[config.mk]
export PLATFORM = sky130hd
export DESIGN_NAME = bsg_packed_cmd_executor
export DESIGN_NICKNAME = d
export VERILOG_FILES = /design/src/rtl/bsg_packed_cmd_executor.sv
export SDC_FILE = /design/constraint.sdc
export NUM_CORES = 1
export LEC_CHECK = 0
export ABC_AREA = 1
export CAP_MARGIN = 0
export CORE_MARGIN = 2
export CORE_UTILIZATION = 50
export CTS_BUF_LIST = sky130_fd_sc_hd__clkbuf_2
export DETAILED_ROUTE_END_ITERATION = 7
export DONT_BUFFER_PORTS = 1
export GPL_TIMING_DRIVEN = 0
export HOLD_SLACK_MARGIN = 0.08
export PLACE_DENSITY_LB_ADDON = 0.15
export SLEW_MARGIN = 20
export SYNTH_ARGS = -nofsm -noshare
export SYNTH_HDL_FRONTEND = slang
export SYNTH_SLANG_ARGS = --single-unit
[constraint.sdc]
create_clock -name clk_i -period 4.3 [get_ports clk_i]
set_input_delay 0.43 -clock clk_i [delete_from_list [all_inputs] [get_ports clk_i]]
set_output_delay 0.43 -clock clk_i [all_outputs]
set_load 0.02 [all_outputs]
[src/rtl/bsg_packed_cmd_executor.sv]
// bsg_packed_cmd_executor
// Executes packed {write_not_read, addr[22:0], data[7:0]} commands one at a
// time against a byte-wide memory port. Reads return {24'b0, byte} on the
// response stream. A per-command timeout keeps a dead target from hanging
// the upstream master.
module bsg_packed_cmd_executor #(
  parameter int          timeout_p      = 1024,
  parameter logic [31:0] timeout_data_p = 32'hDEAD_BEEF
) (
  input  logic        clk_i,
  input  logic        reset_n_i,
  input  logic [31:0] data_i,
  input  logic        v_i,
  output logic        ready_o,
  output logic [31:0] data_o,
  output logic        v_o,
  input  logic        ready_i,
  output logic        mem_v_o,
  output logic        mem_w_o,
  output logic [22:0] mem_addr_o,
  output logic [7:0]  mem_data_o,
  input  logic        mem_ready_i,
  input  logic [7:0]  mem_data_i,
  input  logic        mem_v_i,
  output logic [7:0]  timeout_count_o
);

  // A zero timeout disables the counter; keep at least one bit so the
  // declaration stays legal.
  localparam int cnt_w = (timeout_p > 0) ? $clog2(timeout_p + 1) : 1;
  localparam bit timeout_en = (timeout_p != 0);
  localparam logic [cnt_w-1:0] cnt_last =
    (timeout_p > 0) ? cnt_w'(timeout_p - 1) : {cnt_w{1'b0}};

  typedef enum logic [1:0] {
    e_idle = 2'd0,
    e_req  = 2'd1,
    e_wait = 2'd2,
    e_resp = 2'd3
  } state_e;

  // Saturating increment for the timeout event counter.
  function automatic logic [7:0] sat_inc8(input logic [7:0] v);
    sat_inc8 = (v == 8'hFF) ? v : (v + 8'd1);
  endfunction

  state_e           state, state_n;
  logic [cnt_w-1:0] cnt, cnt_n;
  logic             cmd_w, cmd_w_n;
  logic [22:0]      cmd_addr, cmd_addr_n;
  logic [7:0]       cmd_data, cmd_data_n;
  logic [31:0]      resp_data, resp_data_n;
  logic [7:0]       tcount, tcount_n;
  logic             timed_out;

  assign timed_out       = timeout_en && (cnt == cnt_last);
  assign ready_o         = reset_n_i && (state == e_idle);
  assign mem_v_o         = (state == e_req);
  assign v_o             = (state == e_resp);
  assign mem_w_o         = cmd_w;
  assign mem_addr_o      = cmd_addr;
  assign mem_data_o      = cmd_data;
  assign data_o          = resp_data;
  assign timeout_count_o = tcount;

  // Next-state and datapath update; handshakes take priority over timeout.
  always_comb begin
    state_n     = state;
    cnt_n       = cnt;
    cmd_w_n     = cmd_w;
    cmd_addr_n  = cmd_addr;
    cmd_data_n  = cmd_data;
    resp_data_n = resp_data;
    tcount_n    = tcount;
    case (state)
      e_idle: begin
        if (v_i) begin
          cmd_w_n    = data_i[31];
          cmd_addr_n = data_i[30:8];
          cmd_data_n = data_i[7:0];
          cnt_n      = {cnt_w{1'b0}};
          state_n    = e_req;
        end else begin
          state_n = e_idle;
        end
      end
      e_req: begin
        if (mem_ready_i) begin
          cnt_n   = {cnt_w{1'b0}};
          state_n = cmd_w ? e_idle : e_wait;
        end else if (timed_out) begin
          tcount_n = sat_inc8(tcount);
          if (cmd_w) begin
            state_n = e_idle;
          end else begin
            resp_data_n = timeout_data_p;
            state_n     = e_resp;
          end
        end else if (timeout_en) begin
          cnt_n = cnt + cnt_w'(1);
        end else begin
          cnt_n = cnt;
        end
      end
      e_wait: begin
        if (mem_v_i) begin
          resp_data_n = {24'b0, mem_data_i};
          state_n     = e_resp;
        end else if (timed_out) begin
          tcount_n    = sat_inc8(tcount);
          resp_data_n = timeout_data_p;
          state_n     = e_resp;
        end else if (timeout_en) begin
          cnt_n = cnt + cnt_w'(1);
        end else begin
          cnt_n = cnt;
        end
      end
      e_resp: begin
        if (ready_i) begin
          state_n = e_idle;
        end else begin
          state_n = e_resp;
        end
      end
      default: begin
        state_n = e_idle;
      end
    endcase
  end

  // State and datapath registers with synchronous active-low reset.
  always_ff @(posedge clk_i) begin
    if (!reset_n_i) begin
      state     <= e_idle;
      cnt       <= {cnt_w{1'b0}};
      cmd_w     <= 1'b0;
      cmd_addr  <= 23'd0;
      cmd_data  <= 8'd0;
      resp_data <= 32'd0;
      tcount    <= 8'd0;
    end else begin
      state     <= state_n;
      cnt       <= cnt_n;
      cmd_w     <= cmd_w_n;
      cmd_addr  <= cmd_addr_n;
      cmd_data  <= cmd_data_n;
      resp_data <= resp_data_n;
      tcount    <= tcount_n;
    end
  end

endmodule

==> results of run 1 <==
worst max-delay path, delay by kind of cell, from the launching register on:
family,cells,cell delay [ns]
flops,1,0.38
fa+ha+maj,1,0.22
simple gates,4,0.67
buf+inv,2,0.27
compound gates,2,0.48
final cells by class:
| class | count | area [um^2] | share of cell area (%) |
|---|---|---|---|
| Multi-Input combinational cell | 294 | 1390 | 42.1 |
| Sequential cell | 62 | 1240 | 37.7 |
| Buffer | 38 | 244 | 7.42 |
| Inverter | 42 | 159 | 4.83 |
| Tap cell | 75 | 93.8 | 2.85 |
| Clock inverter | 5 | 75.1 | 2.28 |
| Clock buffer | 10 | 50.0 | 1.52 |
| Timing Repair Buffer | 4 | 40.0 | 1.22 |
per-stage QoR:
stage	hold slack, ns	instance area [um^2]	setup WS [ns]
finish	0.109	3290	2.19
detailed placement	0.451	3120	2.21
global route	0.0842	3290	1.98
CTS	0.0813	3290	2.19
global placement	0.444	3120	2.20
floorplan	0.430	3030	2.60
power by group:
group / internal, mW / switching (mW)
combinational: 0.0670 / 0.119
sequential: 0.616 / 0.0770
clock: 0.189 / 0.202
total: 0.872 / 0.398
sequential cells by signal, summed over array words and instances, names as in the netlist:
| signal | count |
|---|---|
| state | 2 |
| mem_addr_o | 23 |
| mem_data_o | 8 |
| cnt | 11 |
| timeout_count_o | 8 |
| data_o | 9 |
| mem_w_o | 1 |
cells by family after synthesis:
kind of cell	after synthesis
AND/OR/NAND/NOR	212
AO/OA/AOI/OAI	65
other	1
XOR/XNOR	4
adder cells (fa/ha/maj)	6
buffers and inverters	80
flip-flops	62
how the worst max path moves through the flow:
stage	startpoint	endpoint	slack [ns]	cells past startpoint
after floorplan	state[1]	timeout_count_o[0]	2.60	9
after detailed placement	state[0]	cnt[4]	2.21	9
after global routing	state[1]	timeout_count_o[0]	1.98	9
after global placement	state[0]	cnt[4]	2.20	9
final	state[0]	cnt[4]	2.19	9
after CTS	state[0]	cnt[4]	2.19	9
layer usage:
metal,up-vias,wire length (um),global-route usage [%]
li1,1361,-,-
met1,1173,2730,24.6
met2,88,2940,32.0
met3,11,552,7.36
met4,0,121,10.3
met5,-,0,0
cells in the final DEF (no fill, tap or decap), types with 4 or more instances in the layout:
cell type      synthesis  routed
or2_2                  8       8
nor2_1                98      98
o21ai_0               42      42
dfxtp_1               62      62
conb_1                 1       7
nand2_1               69      69
xor2_1                 4       4
clkinv_2               1       4
nand3_1               20      20
buf_4                 25      25
clkbuf_1              11      11
inv_1                 40      40
clkbuf_2               0      10
nand2_2                4       4
a21oi_1               17      17
dlygate4sd3_1          0       4
ha_1                   6       6
==> flow_summary.json, run 1 <==
{
  "maxSlewHeadroom_pct": 55.8,
  "worst_ep_required_time_ns": 4.70,
  "synth_fa_ha_area_share_pct": 2.50,
  "die_y_um": 81.5,
  "synth.top_cell.area_share_pct": 41.3,
  "grt_pass1_wl_mm": 10.5,
  "io_buffers": 0,
  "core.rowCount": 28,
  "final.min_clock_period_ns": 2.11,
  "gp_congestion": 0.851,
  "vias_per_cell": 4.97,
  "drtIter0Drc": 115,
  "rsz0062_at_grt": "false",
  "synth_ff_type": "dfxtp_1",
  "synth-seq-area-share_pct": 41.3,
  "setup_violations": 0,
  "antenna_found_initial": 0,
  "cts_tree": "built",
  "cp_common_cell": "nand2_1",
  "num_vias": 2633,
  "r2r-start": "state[0]",
  "crit_fanout": 9,
  "synth_top_cell_by_area": "dfxtp_1",
  "report.final.slew_viol_count": 0,
  "synthMuxAreaShare_pct": 0,
  "crit_path_end_kind": "register",
  "min_path_cells": 2,
  "worst_ir_drop_vdd_mv": 0.209,
  "ctsResizeCount": 0,
  "syn_inst": 430,
  "tightest_slew_ns": 0.663,
  "drt_wl_total_mm": 6.34,
  "fin_skew_ns": 0.0193,
  "gr-total-overflow": 0,
  "drc_errors": 0,
  "reg2reg_to": "cnt[4]",
  "cts.sinks": 62,
  "synthArstFlopShare_pct": 0,
  "fin_nets": 503,
  "utilization_pct": 56.2,
  "fillers": 583,
  "arrival_ns": 2.51,
  "diodes": 0,
  "die_w_um": 81.5,
  "dr.pass1.iters": 5,
  "postCtsSetupBuffers": 0,
  "cts.htree.levels": 3,
  "synth_top_family_by_area": "simple AND/OR/NAND/NOR gates",
  "worstHoldStart": "data_i[6]",
  "rrSetupSlack_ns": 2.19,
  "synth-compound-area-share_pct": 11.5,
  "critPathSlowestCell": "dfxtp_1",
  "p_leak_nw": 1.50,
  "synth_common_cells": "nor2_1 (98), nand2_1 (69), dfxtp_1 (62)",
  "cts_buffers": 9,
  "yosysMostFrequentCell": "nor2_1",
  "synth_enable_flop_cells": 0,
  "ys_ff_latch": 62,
  "tns_ns": 0,
  "power_mw": 1.27,
  "core_um2": 5850,
  "start_util_pct": 51.4,
  "startpoint_type": "register",
  "num_io_pins": 121,
  "fmax_ghz": 0.475,
  "fin_cells": 530,
  "syn_area_um2": 3010,
  "ys_types": 30,
  "path_clk_slew_ns": 0.17,
  "grt_max_degree": 19,
  "status": "finished, final reports clean",
  "postCtsHoldBufs": 4,
  "holdPathEnd": "mem_data_o[6]",
  "drive_above_1_share_pct": 13.6,
  "finalCritPeriodShare_pct": 49.0,
  "critPathKind": "reg2reg",
  "dpl.cell_count": 511,
  "yosys.area_share.simple_pct": 30.0,
  "r2r_cells": 9,
  "die_area_um2": 6650,
  "area_growth_pct": 9.36,
  "clock_latency_ns": 0.48,
  "cap_violations": 0,
  "synthTopCellsByArea": "dfxtp_1 (41%), nor2_1 (12%), nand2_1 (8.6%)",
  "powerDensity_nw_per_um2": 386,
  "syn-mean-instance-area_um2": 6.99,
  "finalHoldViolations": 0,
  "yosys_warnings": 0,
  "max_stage_delay_ns": 0.38,
  "grt_usage_pct": 20.4,
  "synthXorXnorAreaFrac_pct": 1.17,
  "cp_cell_sequence": "inv_1 -> ha_1 -> nand2_1 -> nand2_1 -> nand2_1 -> o21ai_0 -> inv_1 -> o21ai_0 -> nor2_1",
  "ant_nets": 0,
  "hold_class": "in2reg",
  "routedWlPerCell_um": 12.0,
  "cts-root-buf": "clkbuf_2",
  "post-dp-hpwl_mm": 4.77,
  "grt_pass1_vias": 2334,
  "ctsLongestPathBuffers": 2
}
(Power assumes the default switching activity.)
==> run 2, diff against run 1 <==
--- a/config.mk
+++ b/config.mk
@@ -5,7 +5,7 @@
 export SDC_FILE = /design/constraint.sdc
 export NUM_CORES = 1
 export LEC_CHECK = 0
-export ABC_AREA = 1
+export ABC_AREA = 0
 export CAP_MARGIN = 0
 export CORE_MARGIN = 2
 export CORE_UTILIZATION = 50
==> constraint.sdc (replaced) <==
create_clock -name clk_i -period 1.69 [get_ports clk_i]
set_input_delay 0.169 -clock clk_i [delete_from_list [all_inputs] [get_ports clk_i]]
set_output_delay 0.169 -clock clk_i [all_outputs]
set_load 0.02 [all_outputs]
==> run 2 against run 1 <==
The flow now finishes with violations (setup timing). Clock skew increased by 0.0066 ns. Cell count decreased by 2.5%. Global-route usage increased by 3.1 points. Sequential cell count unchanged. Critical path depth decreased by 2. Hold slack improved by 0.10 ns. Fmax increased by 15%. Via count increased by 6.7%. Sequential share of layout area decreased by 7.4 points. Core utilization increased by 15 points. Largest cell class unchanged. Largest power group unchanged.
==> flow_summary.json, run 2 <==
{
  "whs_ns": 0.210,
  "synthXorXnorAreaFrac_pct": 0,
  "syn-mean-instance-area_um2": 8.36,
  "path_buf_inv": 2,
  "startpoint": "state[1]",
  "start_util_pct": 51.2,
  "ant_nets": 0,
  "cap_violations": 0,
  "clock_latency_ns": 0.53,
  "finalHoldViolations": 0,
  "num_io_pins": 121,
  "core_um2": 5850,
  "grt_pass1_wl_mm": 11.8,
  "register_area_um2": 1260,
  "ctsLongestPathBuffers": 2,
  "rsz0062_at_grt": "true",
  "worst_ep_required_time_ns": 2.14,
  "drtIter0Drc": 127,
  "post-dp-hpwl_mm": 4.70,
  "cts.htree.levels": 3,
  "synth_common_cells": "nand2_1 (83), dfxtp_1 (62), a21oi_1 (44)",
  "final.min_clock_period_ns": 1.83,
  "drt_wl_total_mm": 8.25,
  "multiInputGateArea_um2": 1700,
  "cts-root-buf": "clkbuf_2",
  "dr.pass1.iters": 4,
  "synth_top_family_by_area": "simple AND/OR/NAND/NOR gates",
  "finalCritPeriodShare_pct": 108,
  "startpoint_type": "register",
  "cp_top_family": "simple AND/OR/NAND/NOR gates",
  "tightest_slew_ns": 0.523,
  "drive_above_1_share_pct": 28.5,
  "maxSlewHeadroom_pct": 65.1,
  "synth_enable_flop_cells": 0,
  "gp_congestion": 0.793,
  "grt_usage_pct": 23.4,
  "violations": "setup timing",
  "antenna_found_initial": 0,
  "num_vias": 2809,
  "syn_area_um2": 2990,
  "synthArstFlopShare_pct": 0,
  "critPathSlowestCell": "or4_4",
  "report.final.slew_viol_count": 0,
  "tns_ns": -1.35,
  "mostFrequentLayoutCells": "nand2_1 (82), dfxtp_1 (52), dlygate4sd3_1 (44), buf_4 (43), a21oi_1 (39)",
  "synth_fa_ha_area_share_pct": 2.51,
  "synth_top_cell_by_area": "dfxtp_1",
  "synthTopCellsByArea": "dfxtp_1 (41%), nand2_1 (10%), a21oi_1 (7.4%)",
  "gr-total-overflow": 0,
  "die_area_um2": 6620,
  "hold_class": "in2reg",
  "synthMuxAreaShare_pct": 4.01,
  "drc_errors": 0,
  "crit_fanout": 7,
  "largest_reg_flops": 23,
  "core.rowCount": 28,
  "diodes": 0,
  "io_buffers": 0,
  "die_y_um": 81.4,
  "die_w_um": 81.4,
  "worst_slack_ns": -0.142,
  "area_growth_pct": 38.5,
  "p_leak_nw": 1.74,
  "fin_nets": 489,
  "yosys_warnings": 0,
  "fmax_ghz": 0.546,
  "r2r-start": "state[1]",
  "utilization_pct": 70.9,
  "routedWlPerCell_um": 15.9,
  "fillers": 426,
  "fin_skew_ns": 0.0259,
  "worst_ir_drop_vdd_mv": 0.698,
  "max_stage_delay_ns": 0.41,
  "cts_buffers": 9,
  "setup_violations": 27,
  "ys_types": 53,
  "crit_path_end_kind": "register",
  "status": "complete, but fails checks",
  "yosys.area_share.simple_pct": 23.4,
  "syn_inst": 358,
  "synth-seq-area-share_pct": 41.5,
  "cts.sinks": 62,
  "synth.top_cell.area_share_pct": 41.5,
  "worstHoldStart": "mem_ready_i",
  "synth_ff_type": "dfxtp_1",
  "layout_commonest_cell": "nand2_1",
  "power_mw": 3.71,
  "grt_pass1_vias": 2609,
  "powerDensity_nw_per_um2": 894,
  "ys_ff_latch": 62,
  "vias_per_cell": 5.43,
  "arrival_ns": 2.29,
  "cp_cell_sequence": "inv_4 -> ha_4 -> and2b_2 -> o2111ai_4 -> buf_6 -> or4_4 -> a21oi_2",
  "yosysMostFrequentCell": "nand2_1",
  "critPathKind": "reg2reg",
  "grt_max_degree": 19,
  "cts_tree": "built",
  "path_clk_slew_ns": 0.18,
  "synth-compound-area-share_pct": 17.5
}
==> run 2: cell type report <==
class	instances	area share, %
clock inverters	7	2.32
inverters	8	0.845
clock buffers	9	1.09
plain buffers	44	7.72
multi-input cells	248	41.0
repair buffers	64	14.4
flip-flops and latches	62	30.3
well taps	75	2.26
==> run 2: metrics by stage <==
| step | worst slack, ns | instances | area, um^2 |
|---|---|---|---|
| 6_report | -0.142 | 517 | 4150 |
| 5_1_grt | -0.228 | 517 | 4150 |
| 4_1_cts | -0.143 | 514 | 4010 |
| 3_5_place_dp | -0.219 | 439 | 3160 |
| 3_3_place_gp | -0.229 | 439 | 3160 |
| 2_1_floorplan | -0.0331 | 364 | 3070 |
==> run 2: repair_timing <==
action / CTS / global route
hold endpoints to repair: 46 / 0
gates cloned: 1 / 0
buffers inserted: 15 / 5
hold buffers: 44 / 0
gates resized for setup: 37 / 29
pin swaps: 9 / 5
setup endpoints to repair: 58 / 60
==> run 2: kinds of logic after synthesis <==
kind of cell,count (synthesis)
AOI/OAI and AO/OA,83
adders and majority gates,6
buffers and inverters,54
DFF,62
muxes,12
other,1
and+or+nand+nor,140
==> run 2: power breakdown <==
part | switching [mW] | internal [mW]
registers | 0.179 | 1.56
clock network | 0.594 | 0.493
logic | 0.466 | 0.412
==> run 2: worst min-delay path: cells and delay by family <==
kind            cells  cell delay (ns)
compound gates      1             0.14
buf+inv             1             0.19
mux                 1             0.08
simple gates        2             0.13
==> run 2: final timing paths <==
path | slack (ns) | depth (start not counted) | end
worst max-delay path | -0.14 | 7 | timeout_count_o[3]
worst min-delay path | 0.21 | 5 | data_o[30]
worst min register to register | 0.52 | 2 | cnt[5]
worst max register to register | -0.14 | 7 | timeout_count_o[3]
==> run 2: metal layers <==
layer  up-vias  GRT usage [%]  wire length, um
li1       1374              -                -
met1      1300           25.0             3090
met2       109           40.6             4290
met3        26           7.00              599
met4         0           14.1              272
met5         -              0                0
==> run 3, diff against run 2 <==
--- a/config.mk
+++ b/config.mk
@@ -9,7 +9,7 @@
 export CAP_MARGIN = 0
 export CORE_MARGIN = 2
 export CORE_UTILIZATION = 50
-export CTS_BUF_LIST = sky130_fd_sc_hd__clkbuf_2
+export CTS_BUF_LIST = sky130_fd_sc_hd__clkbuf_4 sky130_fd_sc_hd__clkbuf_8 sky130_fd_sc_hd__clkbuf_16
 export DETAILED_ROUTE_END_ITERATION = 7
 export DONT_BUFFER_PORTS = 1
 export GPL_TIMING_DRIVEN = 0
==> run 3 against run 2 <==
The run still ends with setup timing left. Non-clock buffer count shrank 9. Global-route usage shrank 1.8 points. Cell area shrank 1.9%. Sequential share of layout area grew 0.51 points. Register-to-register slack gained 0.03 ns. Largest cell class unchanged. Highest routed layer unchanged. Critical endpoint unchanged. Clock power grew 37%. First-iteration DRC count shrank 4.7%. Sequential cell count is the same. Core utilization shrank 1.4 points. Sequential power is essentially flat. Hold slack lost 0.089 ns.
==> flow_summary.json, run 3 (synthesis gave the netlist of run 2 again) <==
{
  "finalInstanceArea_um2": 4070,
  "routedWlPerCell_um": 15.0,
  "cts_tree": "built",
  "cts_buffers": 9,
  "num_vias": 2756,
  "post_dp_cell_area_um2": 3160,
  "worst_slack_ns": -0.111,
  "maxSlewHeadroom_pct": 55.9,
  "crit_path_end_kind": "register",
  "core.rowCount": 28,
  "fin_nets": 480,
  "core_um2": 5850,
  "status": "complete, but fails checks",
  "r2r-start": "state[1]",
  "grt_usage_pct": 21.7,
  "die_area_um2": 6620,
  "io_buffers": 0,
  "diodes": 0,
  "whs_ns": 0.122,
  "finalCritPeriodShare_pct": 107,
  "cts.sinks": 62,
  "fin_skew_ns": 0.00866,
  "clock_latency_ns": 0.34,
  "drive_above_1_share_pct": 24.9,
  "worstHoldStart": "v_i",
  "tightest_slew_ns": 0.660,
  "dr.pass1.iters": 4,
  "hold_class": "in2reg",
  "grt_pass1_wl_mm": 10.9,
  "reg2reg_to": "timeout_count_o[3]",
  "grt_max_degree": 19,
  "powerDensity_nw_per_um2": 981,
  "violations": "setup timing",
  "rrSetupSlack_ns": -0.11,
  "pre_cts_ws_ns": -0.219,
  "area_growth_pct": 35.9,
  "antenna_found_initial": 0,
  "p_leak_nw": 1.69,
  "drt_wl_total_mm": 7.64,
  "largest_reg_flops": 23,
  "die_y_um": 81.4,
  "utilization_pct": 69.5,
  "final.min_clock_period_ns": 1.80,
  "cts-root-buf": "clkbuf_8",
  "rsz0062_at_grt": "true",
  "die_w_um": 81.4,
  "cap_violations": 0,
  "cts.htree.levels": 3,
  "worst_ep_required_time_ns": 1.96,
  "gr-total-overflow": 0,
  "layout_commonest_cell": "nand2_1",
  "post-dp-hpwl_mm": 4.70,
  "min_path_cells": 3,
  "start_util_pct": 51.2,
  "fmax_ghz": 0.555,
  "setup_violations": 24,
  "worst_ir_drop_vdd_mv": 0.804,
  "mostFrequentLayoutCells": "nand2_1 (82), dfxtp_1 (55), a21oi_1 (42), dlygate4sd3_1 (41), buf_4 (37)",
  "startpoint_type": "register",
  "fin_cells": 508,
  "holdPathEnd": "state[0]",
  "critPathKind": "reg2reg",
  "drtIter0Drc": 121,
  "path_clk_slew_ns": 0.07,
  "gp_congestion": 0.793,
  "dpl.cell_count": 439,
  "drc_errors": 0,
  "arrival_ns": 2.08,
  "num_io_pins": 121,
  "ctsLongestPathBuffers": 2,
  "ant_nets": 0,
  "vias_per_cell": 5.43,
  "grt_pass1_vias": 2378,
  "crit_fanout": 7,
  "fillers": 429,
  "r2r_cells": 7,
  "report.final.slew_viol_count": 0,
  "finalHoldViolations": 0
}
==> run 3: layout make-up <==
| cell class | instances | area, um^2 | area share [%] |
|---|---|---|---|
| Timing Repair Buffer | 54 | 509 | 12.5 |
| Multi-Input combinational cell | 248 | 1620 | 39.7 |
| Buffer | 45 | 329 | 8.09 |
| Sequential cell | 62 | 1250 | 30.9 |
| Clock buffer | 10 | 138 | 3.38 |
| Clock inverter | 6 | 92.6 | 2.28 |
| Inverter | 8 | 35.0 | 0.861 |
| Tap cell | 75 | 93.8 | 2.31 |
==> run 3: stage by stage <==
step / TNS, ns / power (mW)
CTS: -0.979 / 3.98
detailed placement: -3.70 / 2.35
global route: -2.76 / 4.16
finish: -0.833 / 3.99
global placement: -3.39 / 2.34
floorplan: -0.0331 / 2.23
==> run 3: how the worst max path moves through the flow <==
stage	cells past startpoint	from	to	slack (ns)
after floorplan	9	state[0]	timeout_count_o[3]	-0.03
after detailed placement	7	cnt[0]	data_o[6]	-0.22
after CTS	7	state[1]	timeout_count_o[3]	-0.12
after global placement	7	cnt[0]	data_o[7]	-0.23
final	7	state[1]	timeout_count_o[3]	-0.11
after global routing	7	state[1]	timeout_count_o[3]	-0.18
==> run 3: metal layers <==
layer	vias to the layer above	routed length [um]	track usage (%)
li1	1360	-	-
met1	1296	3030	24.4
met2	89	3920	36.5
met3	11	572	6.56
met4	0	119	11.9
met5	-	0	0
==> run 3: timing repair <==
item	4_1_cts	5_1_grt
cloned	1	1
buffers inserted	10	1
endpoints found under the setup margin	30	60
gates resized for setup	19	29
hold buffers	41	0
pin swaps	8	2
endpoints found under the hold margin	40	0
==> run 3: worst max-delay path: stages, from the launching register on <==
cell	delay [ns]
dfxtp_4	0.38
inv_4	0.05
ha_4	0.20
and2b_2	0.26
o2111ai_4	0.15
buf_6	0.17
or4_4	0.41
a21oi_2	0.12
==> run 3: where the power goes <==
part,switching (mW),total (mW),internal [mW]
sequential,0.183,1.74,1.56
clock,0.608,1.49,0.880
combinational,0.417,0.760,0.343
